**src/rtl/dr_alm_pipelined_mult.sv**
```systemverilog
// dr_alm_pipelined_mult: three-stage dynamic-range approximate log multiplier
// (LOD/log -> log add -> antilog) with a valid/ready handshake and a sideband tag.
// Optional feature: define DR_ALM_SIGNED_EN for two's-complement operands.
module dr_alm_pipelined_mult #(
    parameter int unsigned A_BW    = 16,
    parameter int unsigned B_BW    = 16,
    parameter int unsigned MULT_DW = 5,
    parameter int unsigned TAG_W   = 4
) (
    input  logic                 clk,
    input  logic                 rst_n,
    input  logic                 in_valid,
    output logic                 in_ready,
    input  logic [A_BW-1:0]      a,
    input  logic [B_BW-1:0]      b,
    input  logic [TAG_W-1:0]     in_tag,
    output logic                 out_valid,
    input  logic                 out_ready,
    output logic [A_BW+B_BW-1:0] p,
    output logic [TAG_W-1:0]     out_tag
);

    localparam int unsigned MAX_BW = (A_BW > B_BW) ? A_BW : B_BW;
    localparam int unsigned LG     = $clog2(MAX_BW);
    localparam int unsigned F      = MULT_DW + 1;
    localparam int unsigned L_W    = LG + F;
    localparam int unsigned S_W    = L_W + 1;
    localparam int unsigned P_W    = A_BW + B_BW;
    // Antilog intermediate: (2^F + m) << K never exceeds F + 2*MAX_BW bits.
    localparam int unsigned EXT_W  = F + 2 * MAX_BW;

    // Log word {k, f, 1}: leading-one index, MULT_DW bits below it, unbiasing bit.
    function automatic logic [L_W-1:0] log_word(input logic [MAX_BW-1:0] x);
        logic [LG-1:0]      k;
        logic [MAX_BW-1:0]  norm;
        logic [MULT_DW-1:0] f;
        k = '0;
        for (int i = 0; i < MAX_BW; i++) begin
            if (x[i]) k = LG'(i);
        end
        norm = x << (LG'(MAX_BW - 1) - k);
        f    = MULT_DW'(norm >> (MAX_BW - 1 - MULT_DW));
        return {k, f, 1'b1};
    endfunction

    logic             advance;
    logic             v1_q, v2_q, v3_q;
    logic [L_W-1:0]   la_d, lb_d, la_q, lb_q;
    logic             z1_d, z1_q, z2_q;
    logic [TAG_W-1:0] tag1_q, tag2_q, tag3_q;
    logic [S_W-1:0]   s_d, s_q;
    logic [EXT_W-1:0] ext;
    logic [P_W-1:0]   p_d, p_q;
    logic [A_BW-1:0]  mag_a;
    logic [B_BW-1:0]  mag_b;
`ifdef DR_ALM_SIGNED_EN
    logic             sg1_d, sg1_q, sg2_q;
`endif

    // Whole pipeline moves together whenever the output slot is free or draining.
    assign advance   = !v3_q || out_ready;
    assign in_ready  = advance;
    assign out_valid = v3_q;
    assign p         = p_q;
    assign out_tag   = tag3_q;

    // Stage 1 combinational: operand magnitudes, zero detect, log conversion.
    always_comb begin
`ifdef DR_ALM_SIGNED_EN
        mag_a = a[A_BW-1] ? A_BW'(-a) : a;
        mag_b = b[B_BW-1] ? B_BW'(-b) : b;
        sg1_d = a[A_BW-1] ^ b[B_BW-1];
`else
        mag_a = a;
        mag_b = b;
`endif
        z1_d = (mag_a == '0) || (mag_b == '0);
        la_d = log_word(MAX_BW'(mag_a));
        lb_d = log_word(MAX_BW'(mag_b));
    end

    // Stage 2 combinational: log-domain add.
    assign s_d = S_W'(la_q) + S_W'(lb_q);

    // Stage 3 combinational: antilog, zero force and optional negate.
    always_comb begin
        ext = EXT_W'({1'b1, s_q[F-1:0]}) << s_q[S_W-1:F];
        p_d = P_W'(ext >> F);
        if (z2_q) begin
            p_d = '0;
        end
`ifdef DR_ALM_SIGNED_EN
        else if (sg2_q) begin
            p_d = -p_d;
        end
`endif
    end

    // Per-stage valid bits; bubbles travel with the data.
    always_ff @(posedge clk or negedge rst_n) begin
        if (!rst_n) begin
            v1_q <= 1'b0;
            v2_q <= 1'b0;
            v3_q <= 1'b0;
        end else if (advance) begin
            v1_q <= in_valid;
            v2_q <= v1_q;
            v3_q <= v2_q;
        end
    end

    // Stage 1 register: log words, zero flag, tag.
    always_ff @(posedge clk or negedge rst_n) begin
        if (!rst_n) begin
            la_q   <= '0;
            lb_q   <= '0;
            z1_q   <= 1'b0;
            tag1_q <= '0;
        end else if (advance) begin
            la_q   <= la_d;
            lb_q   <= lb_d;
            z1_q   <= z1_d;
            tag1_q <= in_tag;
        end
    end

    // Stage 2 register: log sum, zero flag, tag.
    always_ff @(posedge clk or negedge rst_n) begin
        if (!rst_n) begin
            s_q    <= '0;
            z2_q   <= 1'b0;
            tag2_q <= '0;
        end else if (advance) begin
            s_q    <= s_d;
            z2_q   <= z1_q;
            tag2_q <= tag1_q;
        end
    end

`ifdef DR_ALM_SIGNED_EN
    // Product sign follows its operands through stages 1 and 2.
    always_ff @(posedge clk or negedge rst_n) begin
        if (!rst_n) begin
            sg1_q <= 1'b0;
            sg2_q <= 1'b0;
        end else if (advance) begin
            sg1_q <= sg1_d;
            sg2_q <= sg1_q;
        end
    end
`endif

    // Stage 3 register: product and tag, held while the consumer stalls.
    always_ff @(posedge clk or negedge rst_n) begin
        if (!rst_n) begin
            p_q    <= '0;
            tag3_q <= '0;
        end else if (advance) begin
            p_q    <= p_d;
            tag3_q <= tag2_q;
        end
    end

endmodule

```
**config.mk**
```make
export PLATFORM = sky130hd
export DESIGN_NAME = dr_alm_pipelined_mult
export DESIGN_NICKNAME = d
export VERILOG_FILES = /design/src/rtl/dr_alm_pipelined_mult.sv
export SDC_FILE = /design/constraint.sdc
export NUM_CORES = 1
export LEC_CHECK = 0
export CAP_MARGIN = 25
export CORE_ASPECT_RATIO = 1.75
export CORE_MARGIN = 1.5
export CORE_UTILIZATION = 59
export DETAILED_ROUTE_END_ITERATION = 16
export PLACE_DENSITY_LB_ADDON = 0.2
export SETUP_SLACK_MARGIN = 0.1
export SYNTH_ARGS = -nofsm -noshare
export SYNTH_HDL_FRONTEND = slang
export SYNTH_SLANG_ARGS = --single-unit
```
**constraint.sdc**
```tcl
create_clock -name clk -period 4.7 [get_ports clk]
set_input_delay 0.47 -clock clk [delete_from_list [all_inputs] [get_ports clk]]
set_output_delay 0.47 -clock clk [all_outputs]
set_load 0.05 [all_outputs]
```
==> results by stage <==
Run status:
- The flow ran to the end, and the final reports show no timing, DRC or antenna violations.

Global routing:
- After global routing the overflow that remains totals 0.
- The number of antenna violations at the first check in global routing is 0.
- The via count of the first global-routing pass is 4533.
- Global routing used around 30% of the available tracks.
- Entering global routing, the biggest net connects 79 pins.
- The first global-routing pass estimated 20.81 mm of wire.

Clock tree:
- The number of buffers inserted by post-CTS setup repair is 0.
- The number of gates resized after CTS is 0.
- The clock tree root driver cell is clkbuf_16.
- The TritonCTS clock tree is done.
- The number of buffers between clock root and the deepest sink is 2.
- The insertion delay of the later-clocked pin in the worst-skew pair is 0.34 ns.
- The hold buffer count at cts is 0.
- The clock transition at the register clock pins on the worst setup and hold paths after CTS is ~0.060 ns.
- The H-tree level count is 3.
- The tree built by TritonCTS fans out to 78 sinks.
- Counting the buffers created by CTS gives 9.

Layout:
- 0 antenna diodes ended up in the layout.
- The net count reported at finish is ~700.
- The library cell used most frequently in the layout, excluding fill and tap cells, is nand2_1.
- The library cells used most frequently in the layout, excluding fill and tap cells, are nand2_1, dfrtp_1, clkdlybuf4s50_1.
- The final instance area is 6025 sq um.
- The final instance count without filler cells is 749.
- In the final layout, the share of cells above drive strength 1 is 5.463%.
- The layout has 610 filler cells.
- The signed area change from the synthesized netlist to the final layout is 22.58%.

STA:
- The hold slack is 0.2820 ns.
- The total setup violations reported at the end of the flow is 0.
- The final-report max-slew violation count came to 0.
- Setup repair after global routing left no endpoint under its margin.
- The routed design could run at a clock period as short as 2.986 ns.
- After routing, the total negative slack on setup checks comes to 0 ns.
- The achievable frequency is 334.9 MHz.
- In this run the tightest slew margin relative to its limit is a little over a third.
- Of the available clock period, the critical path in the final layout requires 63.53%.
- The clock skew is 0.005446 ns.
- For the pin with the worst max-slew slack, the measured transition is between 0.9 and 1 ns.
- The count of final hold-check violations is 0.

Synthesis:
- The flip-flop and latch count after synthesis is 78.
- Summing every instance area after synthesis gives just under 5000 sq um.
- When the netlist entered floorplanning its net count stood at about 640.
- The share of async-settable or async-resettable flops after synthesis is 100.0%.
- The count of flip-flops with a built-in enable after synthesis is 0.
- Synthesis handed over a netlist of 589 instances.
- Sequential cells were found to cover 39.71% of the synthesized design area.
- A synthesized cell averages 8.344 sq um.
- The total of warnings raised by yosys is 0.
- Synthesis instantiated 70 different standard cells from the library.
- The most used flip-flop cell after synthesis is dfrtp_1.

Worst hold path:
- The path class of the lowest-slack min-delay path is input pin to asynchronous set/reset pin.

Routing:
- The aggregate routed wire length is 12.92 mm.
- The detail-routed net length per standard cell is 17.25 um.
- The number of nets still failing antenna checks after routing is 0.
- The number of vias per cell is 6.335.
- For this block, the initial DRC count from the detailed router was 361.
- The iteration count of the initial detailed-routing pass is 5.
- The detailed-route DRC error count is 0.
- The total via count after detailed routing is 4745.

Setup path:
- The setup slack on the worst flop-to-flop path is 2.38 ns.
- Following the worst setup path forward leads to its endpoint at lb_q[5].
- Of all nets on the critical path, the largest fanout is 11.
- The startpoint of the most critical setup path is b[15].
- The launch instance of the worst register-to-register path is lb_q[1].
- STA classifies the critical path startpoint as an input pin.
- The worst setup path is captured at a register.
- The number of cell instances on the worst register-to-register path is 9.
- The worst reg2reg path endpoint is s_q[8].
- The arrival time at the worst endpoint is roughly 3.2 ns.
- The worst setup path category is input pin to register.
- The required time at the endpoint of the critical path is 4.89 ns.

Floorplanning:
- The number of rows in the core area is 43.
- The die covers 8908 sq um.
- 78 I/O pins were placed.
- The starting density of the core is 61.31%.
- The horizontal die dimension is 71.99 um.
- The total core area is between 8000 and 9000 sq um.
- The floorplan die height is 123.7 um.

Placed design:
- The total instance count after detailed placement is 733.
- The post-detailed-placement cell area is 5715 sq um.
- At the end of routability-driven placement, the weighted congestion stood at 0.9116.
- The count of buffers added on input and output ports is 77.
- The post-detailed-placement half-perimeter wirelength is roughly 9.6 mm.

Power and ir drop:
- The overall power is about 3100 uW.
- For this design the static power due to leakage is 0.002541 uW.
- The power density normalized to cell area is 522.1 nW/um^2.
- IR analysis of the VDD net gives a maximum drop of approximately 0.25 mV.

Run:
- The tool flagged a number of max-cap violations equal to 0.
==> routing by layer <==
metal	vias up	track usage [%]	share of wire, %
li1	2264	-	-
met1	2246	29.85	36
met2	184	57.75	55
met3	51	4.207	3.5
met4	0	16.98	4.9
met5	-	0	0
==> stage by stage <==
step           setup slack [ns]  utilization [%]
2_1_floorplan             2.212                -
3_3_place_gp              1.556            71.30
3_5_place_dp              1.402            71.30
4_1_cts                   1.754            75.15
5_1_grt                   1.577            75.15
6_report                  1.714            75.15
==> registers in the layout, indices dropped and copies added (netlist names) <==
name	count
out_valid	1
tag1_q	4
v1_q	1
lb_q	9
tag2_q	4
v2_q	1
out_tag	4
p	32
s_q	10
z2_q	1
z1_q	1
la_q	10
==> Yosys cell counts (5+ instances only) <==
cell type	number	area share (%)
nand4_1	5	0.64
nand2b_1	8	1.0
o21a_1	5	0.76
clkbuf_1	16	1.2
buf_1	5	0.38
a22o_1	7	1.2
a21oi_1	36	3.7
nand3_1	7	0.71
nor2b_1	10	1.3
nor4_1	5	0.64
ha_1	9	2.3
a211oi_1	8	1.2
mux2i_1	25	5.1
a31oi_1	8	1.0
o21ai_1	8	0.81
nor3_1	9	0.92
dfrtp_1	78	40
o21ai_0	51	5.2
a22oi_1	9	1.4
inv_1	21	1.6
nor2_1	65	5.0
nand2_1	100	7.6
==> worst min-delay path by stage <==
stage	endpoint	slack [ns]	depth (start not counted)
after floorplan	la_q[0]	0.17	0
after global placement	v2_q	0.44	2
after detailed placement	out_valid	0.45	1
after CTS	p[24]	0.31	1
after global routing	p[24]	0.36	1
final	p[17]	0.28	1
==> critical path: stages <==
cell	delay (ns)
clkdlybuf4s50_1	0.51
or2_1	0.30
or4_4	0.43
o211ai_2	0.63
mux2i_1	0.31
mux2i_1	0.16
a32oi_1	0.27
o211ai_1	0.10
==> kinds of logic after synthesis <==
group | count (synthesis) | share of synthesized area [%]
AO/OA/AOI/OAI | 189 | 25.87
flip-flops | 78 | 39.71
buffers and inverters | 48 | 3.997
AND/OR/NAND/NOR | 231 | 21.05
adder cells (fa/ha/maj) | 10 | 2.699
multiplexers | 28 | 5.779
XOR/XNOR | 5 | 0.8910
==> power by group <==
part / switching [uW] / internal (uW)
Clock: 275 / 428
Sequential: 165 / 853
Combinational: 915 / 509
==> area by class of cell <==
type                    count  area [sq um]  share of cell area, %
inverters                  21         78.83                  1.308
repair buffers             81         798.3                  13.25
clock buffers              10         239.0                  3.967
flip-flops and latches     78          1952                  32.40
clock inverters             6         70.07                  1.163
well taps                  90         112.6                  1.869
multi-input cells         463          2774                  46.04
No activity file was read; power rests on OpenSTA's default activity.
